[src/rtl/decode_stage.sv]
// Instruction decode stage: slices fields, decodes class flags, and registers
// them behind a valid/ready handshake with load-use hazard and flush handling.
module decode_stage (
  input  logic        clk,
  input  logic        rst_n,
  input  logic        if_valid,
  output logic        if_ready,
  input  logic [31:0] if_instr,
  input  logic [31:0] if_pc,
  input  logic        ex_ready,
  input  logic        flush,
  output logic        id_valid,
  output logic [5:0]  opcode,
  output logic [3:0]  rd,
  output logic [3:0]  rs,
  output logic [3:0]  rt,
  output logic [3:0]  cond,
  output logic [17:0] imm,
  output logic [21:0] md,
  output logic [31:0] id_pc,
  output logic        is_alu_op,
  output logic        is_cmp_op,
  output logic        is_jmp_op,
  output logic        is_ld_op,
  output logic        is_str_op,
  output logic        is_call_op,
  output logic        is_ret_op,
  output logic        is_src2_imm,
  output logic        illegal_seen
);

  logic [5:0]  w_op;
  logic [3:0]  w_rd, w_rs, w_rt;
  logic        w_alu, w_cmp, w_jmp, w_ld, w_str, w_call, w_ret, w_imm, w_illegal;
  logic        w_rd_rs, w_rd_rt, w_rd_rd;
  logic        w_hazard, w_xfer;

  logic        r_id_valid, r_illegal;
  logic [5:0]  r_opcode;
  logic [3:0]  r_rd, r_rs, r_rt;
  logic [17:0] r_imm;
  logic [21:0] r_md;
  logic [31:0] r_pc;
  logic [7:0]  r_flags;

  assign w_op = if_instr[31:26];
  assign w_rd = if_instr[25:22];
  assign w_rs = if_instr[21:18];
  assign w_rt = if_instr[17:14];

  always_comb begin
    w_alu = 1'b0; w_cmp = 1'b0; w_jmp = 1'b0; w_ld = 1'b0; w_str = 1'b0;
    w_call = 1'b0; w_ret = 1'b0; w_imm = 1'b0; w_illegal = 1'b0;
    w_rd_rs = 1'b0; w_rd_rt = 1'b0; w_rd_rd = 1'b0;
    if (!w_op[5]) begin
      w_alu = 1'b1; w_imm = w_op[0]; w_rd_rs = 1'b1; w_rd_rt = !w_op[0];
    end else begin
      case (w_op)
        6'h20: begin w_cmp = 1'b1; w_rd_rs = 1'b1; w_rd_rt = 1'b1; end
        6'h21: begin w_cmp = 1'b1; w_imm = 1'b1; w_rd_rs = 1'b1; end
        6'h22: w_jmp = 1'b1;
        6'h23: begin w_ld = 1'b1; w_imm = 1'b1; w_rd_rs = 1'b1; end
        6'h24: begin w_str = 1'b1; w_imm = 1'b1; w_rd_rs = 1'b1; w_rd_rd = 1'b1; end
        6'h25: w_call = 1'b1;
        6'h26: w_ret = 1'b1;
        6'h27: ;
        default: w_illegal = 1'b1;
      endcase
    end
  end

  // Hazard looks only at the registered LD so independent streams run at full rate.
  assign w_hazard = if_valid && r_id_valid && r_flags[4] &&
                    ((w_rd_rs && (w_rs == r_rd)) ||
                     (w_rd_rt && (w_rt == r_rd)) ||
                     (w_rd_rd && (w_rd == r_rd)));

  assign if_ready = !flush && (ex_ready || !r_id_valid) && !w_hazard;
  assign w_xfer   = if_valid && if_ready;

  always_ff @(posedge clk or negedge rst_n) begin
    if (!rst_n) begin
      r_id_valid <= 1'b0;
      r_illegal  <= 1'b0;
      r_opcode   <= '0;
      r_rd       <= '0;
      r_rs       <= '0;
      r_rt       <= '0;
      r_imm      <= '0;
      r_md       <= '0;
      r_pc       <= '0;
      r_flags    <= '0;
    end else begin
      if (flush) begin
        r_id_valid <= 1'b0;
      end else if (w_xfer) begin
        r_id_valid <= 1'b1;
        r_opcode   <= w_op;
        r_rd       <= w_rd;
        r_rs       <= w_rs;
        r_rt       <= w_rt;
        r_imm      <= if_instr[17:0];
        r_md       <= if_instr[21:0];
        r_pc       <= if_pc;
        r_flags    <= {w_alu, w_cmp, w_jmp, w_ld, w_str, w_call, w_ret, w_imm};
      end else if (ex_ready) begin
        r_id_valid <= 1'b0;
      end
      if (w_xfer && w_illegal) r_illegal <= 1'b1;
    end
  end

  assign id_valid     = r_id_valid;
  assign opcode       = r_opcode;
  assign rd           = r_rd;
  assign cond         = r_rd;
  assign rs           = r_rs;
  assign rt           = r_rt;
  assign imm          = r_imm;
  assign md           = r_md;
  assign id_pc        = r_pc;
  assign {is_alu_op, is_cmp_op, is_jmp_op, is_ld_op,
          is_str_op, is_call_op, is_ret_op, is_src2_imm} = r_flags;
  assign illegal_seen = r_illegal;

endmodule
[config.mk]
export PLATFORM = sky130hd
export DESIGN_NAME = decode_stage
export DESIGN_NICKNAME = d
export VERILOG_FILES = /design/src/rtl/decode_stage.sv
export SDC_FILE = /design/constraint.sdc
export NUM_CORES = 1
export LEC_CHECK = 0
export ABC_AREA = 1
export CAP_MARGIN = 40
export CORE_ASPECT_RATIO = 2
export CORE_MARGIN = 8
export CORE_UTILIZATION = 38
export CTS_CLUSTER_SIZE = 8
export DETAILED_ROUTE_END_ITERATION = 7
export PLACE_DENSITY_LB_ADDON = 0.25
export SYNTH_ARGS = -nofsm -noshare
export SYNTH_HDL_FRONTEND = slang
export SYNTH_SLANG_ARGS = --single-unit
[constraint.sdc]
create_clock -name clk -period 1.5 [get_ports clk]
set_clock_uncertainty 0.1 [all_clocks]
set_input_delay 0.3 -clock clk [delete_from_list [all_inputs] [get_ports clk]]
set_output_delay 0.3 -clock clk [all_outputs]
set_load 0.02 [all_outputs]
* After elaboration in Yosys (flattened, before gate mapping)
Cells that the tools add are included.
** Storage, ports and cells
- Output and inout port bits :: 105
- Register bits :: 100
- Logic and storage cells :: 69
** Operators by class
- Reductions and logical operators :: 23
- Muxes and demuxes :: 24
- Equality and inequality tests :: 11
- Bitwise gates (word level) :: 1
** Operators with widths (number)
- 6-bit equality test, second input constant :: 8
- 1-bit 2-to-1 mux :: 24
- 4-bit equality test :: 3
- 1-bit logical AND :: 10
- 8-bit OR reduction :: 1
- 1-bit zero test :: 4
- 4-bit OR reduction :: 1
- 1-bit logical OR :: 3
- 3-bit nonzero test :: 1
- 3-bit OR reduction :: 1
- 2-bit AND reduction :: 1
- 2-bit OR reduction :: 1
- 1-bit inverter :: 1

* Longest topological paths before layout
Gate-level depths: netlist of the first run.
- Word-level depth :: 13
- Mapped depth :: 12

* Least setup slack after synthesis of the first run
No wires, ideal clock.
- Path kind :: flip-flop to output port
- Start :: register r_id_valid, in the netlist id_valid
- End :: output if_ready
- Required time :: 1100 ps
- Data arrival time :: 1545 ps
- Cell stages (with the launch flop) :: 4
- Slack :: -445 ps
- Path through :: dfrtp_1 > a21oi_1 > buf_2 > a21boi_0
** On the way
- Word-level cells in the longest chain between the ends :: 5
** Ends and longest elaborated chain
- from (decl) :: RTL line 38 : logic r_id_valid, r_illegal;
- from (signal assigned) :: RTL line 83 : r_id_valid <= 1'b0;
- from (signal assigned) :: RTL line 95 : r_id_valid <= 1'b0;
- from (signal assigned) :: RTL line 97 : r_id_valid <= 1'b1;
- 1-bit logical AND (3 in a row) :: RTL line 73 : assign w_hazard = if_valid && r_id_valid && r_flags[4] &&
- 1-bit zero test :: RTL line 78 : assign if_ready = !flush && (ex_ready || !r_id_valid) && !w_hazard;
- 1-bit logical AND (*) :: RTL line 78
- to (decl) :: RTL line 7 : output logic if_ready,
Mark *: on every way between the ends. The rest lies on a longest branch, timed or not.

* Worst setup path after layout of the first run
- Start :: register r_rd[0], in the netlist cond[0]
- End :: register r_flags[0]
** On the way
- Word-level cells in the longest chain between the ends :: 9
** Ends and longest elaborated chain
- from (decl) :: RTL line 40 : logic [3:0] r_rd, r_rs, r_rt;
- from (signal assigned) :: RTL line 99 : r_rd <= w_rd;
- 4-bit equality test, on equally long branches :: RTL line 74, 75
- 1-bit logical AND, on equally long branches :: RTL line 74, 75
- 1-bit logical OR :: RTL line 74 : ((w_rd_rs && (w_rs == r_rd)) ||
- 1-bit logical OR (*) :: RTL line 75 : (w_rd_rt && (w_rt == r_rd)) ||
- 1-bit logical AND (*) :: RTL line 73
- 1-bit zero test (*) :: RTL line 78
- 1-bit logical AND (*) :: RTL line 78
- 1-bit logical AND (*) :: RTL line 79 : assign w_xfer = if_valid && if_ready;
- 2-bit AND reduction (no line) (*)
- to (signal assigned) :: RTL line 105 : r_flags <= {w_alu, w_cmp, w_jmp, w_ld, w_str, w_call, w_ret, w_imm};
- to (decl) :: RTL line 44 : logic [7:0] r_flags;
Marked as above.
A chain may end at the register's enable or synchronous reset.

==> results.cfg, run 1 <==
[worst_setup_path]
startpoint_type = flip-flop
ff2ff_path_depth = 13
crit_path_end = r_flags[0]
arrival_ns = 2.09
startpoint = cond[0]
cp-end-kind = flip-flop
rr_startpoint = cond[0]
r2r_end = r_flags[0]
crit_type = reg2reg
cp_max_fo = 6
rrSetupSlack_ns = -0.47
cp_data_required_time_ns = 1.62

[finish]
multiInputGateArea_sq_mm = 0.00162
layout.cells.non_filler = 768
fillers = 793
fin_util_pct = 66.3
regArea_sq_mm = 0.00186
syn2layout_area_growth_pct = 71.0
design.final.nets = 699
design_area_sq_mm = 0.00638
drive_gt1_share_pct = 26.9

[power_and_ir_drop]
sw_frac_of_total_pct = 32.1
switching_power_mw = 2.27
clockPowerShare_pct = 34.5
worst_ir_drop_vdd_mv = 0.620
leakagePower_nw = 3.40
intPower_mw = 4.81
power_density_mw_per_mm2 = 1110
seq_power_share_pct = 35.4
comb_power_share_pct = 30.1

[die]
core.rowCount = 51
ioPinCount = 174
die_width_um = 86.1
start_util_pct = 38.7
fp.dieH_um = 156
dieArea_sq_mm = 0.0134
core-area_sq_mm = 0.00964

[synth]
synthXorXnorAreaFrac_pct = 0.938
syn_area_sq_mm = 0.00373
ys_top_cells_by_area = dfrtp_1 (50%), nand2_1 (18%), nand4_1 (12%), buf_4 (6.0%), buf_6 (4.5%)
yosys.area_share.simple_pct = 34.3
synth_top_area_cell = dfrtp_1
synth_top_family_by_area = simple AND/OR/NAND/NOR gates
syn_inst = 452
synth-compound-area-share_pct = 0.469
ys_seq_area_share_pct = 49.6
synth_cell_types = 20
yosys_warnings = 0
synthMuxAreaShare_pct = 0
synth_fa_ha_area_share_pct = 0
synth-seq-cells = 74
synth_nets = 521
yosysTopAreaCellShare_pct = 49.6
avgSynthCellArea_sq_um = 8.26

[cts]
clk_pin_slew_ns = 0.06
h-tree-depth = 3
root_buffer = clkbuf_16
cts_buffer_depth = 2
insertion_delay_ns = 0.33
cts_tree = built
cts.sinks = 74
cts_made_buffers = 9

[global_routing]
grt_antenna_before_repair = 1
busiest_layer = met2
grt.total_usage_pct = 18.8
grt_max_degree = 68
grt_pass1_vias = 3784
grt_util_met1_pct = 18.8
met2_usage_pct = 35.1
grt_pass1_wl_um = 19900
grtUsageMet3_pct = 5.38
overflow = 0

[flow_run]
maxCapViolations = 0

[routing]
dr.pass1.iters = 4
vias = 3864
wl_um = 13800
wl_per_cell_um = 18.0
drt_iter0_drc = 205
drc = 0
viasPerCell = 5.03
final_antenna_net_count = 0

[status]
run_status = finished, violations left
failed_checks = setup timing

[sta]
fmax_ghz = 0.508
layout_setup_ws_ns = -0.469
tightestPinTransition_ns = 0.470
finalHoldViolations = 0
layout_min_cycle_time_ns = 1.97
grt_setup_unrepaired = yes
fin_crit_sh_pct = 131
drv_slew = 0
relSlewSlack_pct = 68.7
finalSetupViolations = 77

[placed_design]
io_buffers = 173
routabilityCongestion = 0.817
place_inst = 728
post-dp-hpwl_um = 8760
placed_cell_area_sq_mm = 0.00548

[hold_path]
hold_class = in2reg
[cell families after synthesis]
family	count (synthesis)
AND/OR/NAND/NOR	285
XOR/XNOR	4
buffers and inverters	86
AO/OA/AOI/OAI	3
flip-flops	74
[repair_timing]
action                                 CTS  global route
gates cloned                             5            10
pin swaps                                8            15
resized for setup                      164           138
setup buffers                            4             3
endpoints found under the hold margin   74             0
setup endpoints to repair              179            86
hold buffers                             1             0
[placed cells by master (no fill, tap or decap), types with 6 or more instances in the layout]
master           instances
clkbuf_16               16
nand2_4                 14
clkdlybuf4s50_1         54
buf_4                   31
clkbuf_2                14
buf_6                    8
nand2_1                127
nand4_1                 73
nand2_2                 43
dlygate4sd2_1           75
dfrtp_1                 70
nor2_1                  15
buf_16                   6
buf_12                   8
clkdlybuf4s15_1         15
inv_1                   20
[registers in the layout (all words and copies together) (netlist names)]
name and count:
cond 4, illegal_seen 1, md 1, id_pc 32, opcode 6, rt 3
imm 14, r_flags 8, rs 4, id_valid 1
[layout make-up]
cell class	count	area share (%)
timing repair buffer	227	36.3
clock buffer	11	3.64
tap	132	2.59
clock inverter	5	1.61
inverter	25	1.47
antenna	1	0.0392
multi-input combinational	293	25.3
sequential	74	29.1
[through the flow]
stage          hold WS, ns  power [mW]  setup slack (ns)  TNS [ns]
2_1_floorplan      -0.0956        3.60           -0.0812     -5.73
3_3_place_gp        0.0278        4.67             -1.09    -56.37
3_5_place_dp        0.0290        4.70             -1.12    -60.13
4_1_cts              0.219        6.92            -0.465    -31.66
5_1_grt              0.222        7.39            -0.584    -38.33
6_report             0.197        7.08            -0.469    -30.34
[worst min path at each step]
stage	end	cells past startpoint	start
after floorplan	cond[0]	0	rst_n
after global placement	id_pc[6]	1	rst_n
after detailed placement	id_pc[6]	1	rst_n
after CTS	id_pc[6]	2	rst_n
after global routing	rs[3]	3	if_instr[21]
final	rs[3]	3	if_instr[21]
[worst max-delay path, cell delays in order, from the launching register on]
cell	delay, ns
dfrtp_2	0.47
inv_2	0.08
nand2_1	0.05
nand2_1	0.06
nor2_1	0.05
nand3_1	0.10
nand3_2	0.12
buf_6	0.15
nand2_8	0.08
nand3_4	0.16
buf_12	0.21
buf_16	0.13
nand2_2	0.06
nand2_2	0.05
[layer usage]
| layer | vias up | wire length [um] |
|---|---|---|
| li1 | 1813 | - |
| met1 | 1868 | 4800 |
| met2 | 154 | 7830 |
| met3 | 29 | 842 |
| met4 | 0 | 350 |
| met5 | - | 0 |
[cells in the mapped netlist]
library cell	instances
buf_2	1
buf_6	15
buf_1	5
nand2_1	184
xor2_1	4
a21oi_1	1
nor3_1	1
clkbuf_1	10
nand4_1	73
a21boi_0	1
buf_4	30
nor2_2	1
o21ai_0	1
nor2_1	18
nand3_4	1
inv_2	1
dfrtp_1	74
nand3_1	6
inv_1	24
nand2_2	1
[power by group through the flow]
| stage | Clock [mW] | Combinational [mW] | Sequential (mW) |
|---|---|---|---|
| 2_1_floorplan | 0 | 0.774 | 2.83 |
| 3_3_place_gp | 0 | 2.18 | 2.49 |
| 3_5_place_dp | 0 | 2.21 | 2.50 |
| 4_1_cts | 2.47 | 1.99 | 2.45 |
| 5_1_grt | 2.56 | 2.29 | 2.54 |
| 6_report | 2.44 | 2.13 | 2.51 |
Note: power is estimated with default switching activity, not from simulation.
==> run 2: changes to the inputs <==
--- a/config.mk
+++ b/config.mk
@@ -6,9 +6,9 @@
 export NUM_CORES = 1
 export LEC_CHECK = 0
 export ABC_AREA = 1
+export ABC_CLOCK_PERIOD_IN_PS = 1500
 export CAP_MARGIN = 40
 export CORE_ASPECT_RATIO = 2
-export CORE_MARGIN = 8
 export CORE_UTILIZATION = 38
 export CTS_CLUSTER_SIZE = 8
 export DETAILED_ROUTE_END_ITERATION = 7
==> run 2 against run 1 <==
  * The run still ends with setup timing left
  * Flip-flop and latch count stayed put
  * Sequential power about the same
  * Critical path depth down 7
  * Sequential share of layout area grew 1.2 points
  * Cell area fell by 4.0%
  * Combinational power decreased by 5%
  * Core utilization is 1.4 points lower
  * Via count down 1.6%
  * Register-to-register slack improved by 0.07 ns
  * Critical endpoint is now if_ready
  * Highest routed layer unchanged
==> results.cfg, run 2 (same netlist as run 1, synthesis figures left out) <==
[cts]
root_buffer = clkbuf_16
h-tree-depth = 3
cts_buffer_depth = 2
insertion_delay_ns = 0.34
cts_made_buffers = 9
cts_tree = built
clk_pin_slew_ns = 0.06
cts.sinks = 74

[worst_setup_path]
cp-end-kind = primary output
startpoint_type = flip-flop
arrival_ns = 1.55
cp_data_required_time_ns = 1.10
crit_type = reg2out
cp_max_fo = 6

[placed_design]
io_buffers = 173
dpl_worst_slack_ns = -1.17
routabilityCongestion = 0.888
post-dp-hpwl_um = 7880

[power_and_ir_drop]
comb_power_share_pct = 28.8
switching_power_mw = 2.20
power_density_mw_per_mm2 = 1150
intPower_mw = 4.86
sw_frac_of_total_pct = 31.1
worst_ir_drop_vdd_mv = 0.765
seq_power_share_pct = 35.1
clockPowerShare_pct = 36.0
leakagePower_nw = 3.30

[sta]
finalHoldViolations = 0
layout_setup_ws_ns = -0.448
finalSetupViolations = 78
grt_setup_unrepaired = yes
relSlewSlack_pct = 66.2
drv_slew = 0
fmax_ghz = 0.513
tightestPinTransition_ns = 0.508
layout_min_cycle_time_ns = 1.95
fin_setup_tns_ns = -27.66
fin_crit_sh_pct = 130

[global_routing]
overflow = 0
grt.total_usage_pct = 22.9
grt_max_degree = 45
grt_pass1_vias = 3673
grt_antenna_before_repair = 0
grt_pass1_wl_um = 18100

[die]
core.rowCount = 50
die_width_um = 72.1
fp.dieH_um = 142
core-area_sq_mm = 0.00945
start_util_pct = 39.5
dieArea_sq_mm = 0.0102
ioPinCount = 174

[routing]
drc = 0
drt_iter0_drc = 193
dr.pass1.iters = 4
wl_um = 12200
wl_per_cell_um = 16.0
final_antenna_net_count = 0
viasPerCell = 5.00
vias = 3801

[finish]
design.final.nets = 694
largest_register_ffs = 32
final_common_cell = nand2_1
drive_gt1_share_pct = 21.4
syn2layout_area_growth_pct = 64.2
final_cell_mix = nand2_1 (151), dlygate4sd2_1 (88), nand4_1 (73), dfrtp_1 (70), clkdlybuf4s50_1 (57)
fillers = 825
num_antenna_cells = 0

[status]
failed_checks = setup timing
run_status = finished, violations left

[flow_run]
maxCapViolations = 0

[hold_path]
hold_class = in2reg
==> run 2: changes by cell type in the layout (fill, tap and decap cells not counted), moves of 5 or more <==
cell           before  now
nand2_1           127  151
nand2_2            43   29
dlygate4sd2_1      75   88
clkbuf_2           14    3
nand2_4            14    5
buf_6               8   16
buf_16              6    1
==> run 2: final timing paths <==
check	from	slack, ns	to	depth (start not counted)
max	cond[3]	-0.45	if_ready	6
min	if_instr[21]	0.21	rs[3]	3
max reg2reg	cond[3]	-0.40	rs[3]	10
min reg2reg	id_pc[31]	0.36	id_pc[31]	2
max in group asynchronous	rst_n	0.50	imm[12]	3
min in group asynchronous	rst_n	0.31	md[17]	2
==> run 2: area by class of cell <==
type	instances	area, sq um	share of cell area [%]
multi-input cells	292	1500	24.5
flip-flops and latches	74	1860	30.3
clock inverters	4	97.6	1.59
inverters	25	93.8	1.53
well taps	130	163	2.65
clock buffers	12	256	4.18
repair buffers	223	2160	35.2
==> run 2: routing by layer <==
metal | vias to the layer above | global-route usage [%] | wire length [um]
met3 | 26 | 4.53 | 518
met2 | 141 | 40.6 | 6800
met5 | - | 0 | 0
met4 | 0 | 9.91 | 390
met1 | 1837 | 26.0 | 4460
li1 | 1797 | - | -
==> run 2: repair_timing <==
action | 4_1_cts | 5_1_grt
endpoints found under the setup margin | 179 | 86
pin swaps | 7 | 8
hold endpoints to repair | 22 | 0
gates resized for setup | 174 | 64
buffers inserted | 7 | 5
hold buffers | 1 | 0
cloned | 1 | 5
==> run 2: power by group through the flow <==
stage / Combinational (mW) / Sequential (mW) / Clock [mW]
6_report: 2.03 / 2.48 / 2.54
5_1_grt: 2.18 / 2.52 / 2.66
4_1_cts: 1.98 / 2.46 / 2.57
3_5_place_dp: 2.18 / 2.51 / 0
3_3_place_gp: 2.15 / 2.50 / 0
2_1_floorplan: 0.774 / 2.83 / 0
==> run 2: critical path: stages, from the launching register on <==
cell and delay, ns:
dfrtp_2 0.45, xor2_1 0.15, nor2_1 0.18, nand2_1 0.12, nand3_2 0.13, a21boi_4 0.06, buf_6 0.13
==> run 2: through the flow <==
step           util, %  power [mW]  hold slack [ns]  area (sq um)  instances
2_1_floorplan        -        3.60          -0.0956          3760        452
3_3_place_gp      58.3        4.65            0.138          5510        727
3_5_place_dp      58.3        4.68            0.137          5510        727
4_1_cts           62.3        7.01            0.302          5890        752
5_1_grt           64.9        7.36            0.231          6130        760
6_report          64.9        7.06            0.209          6130        760
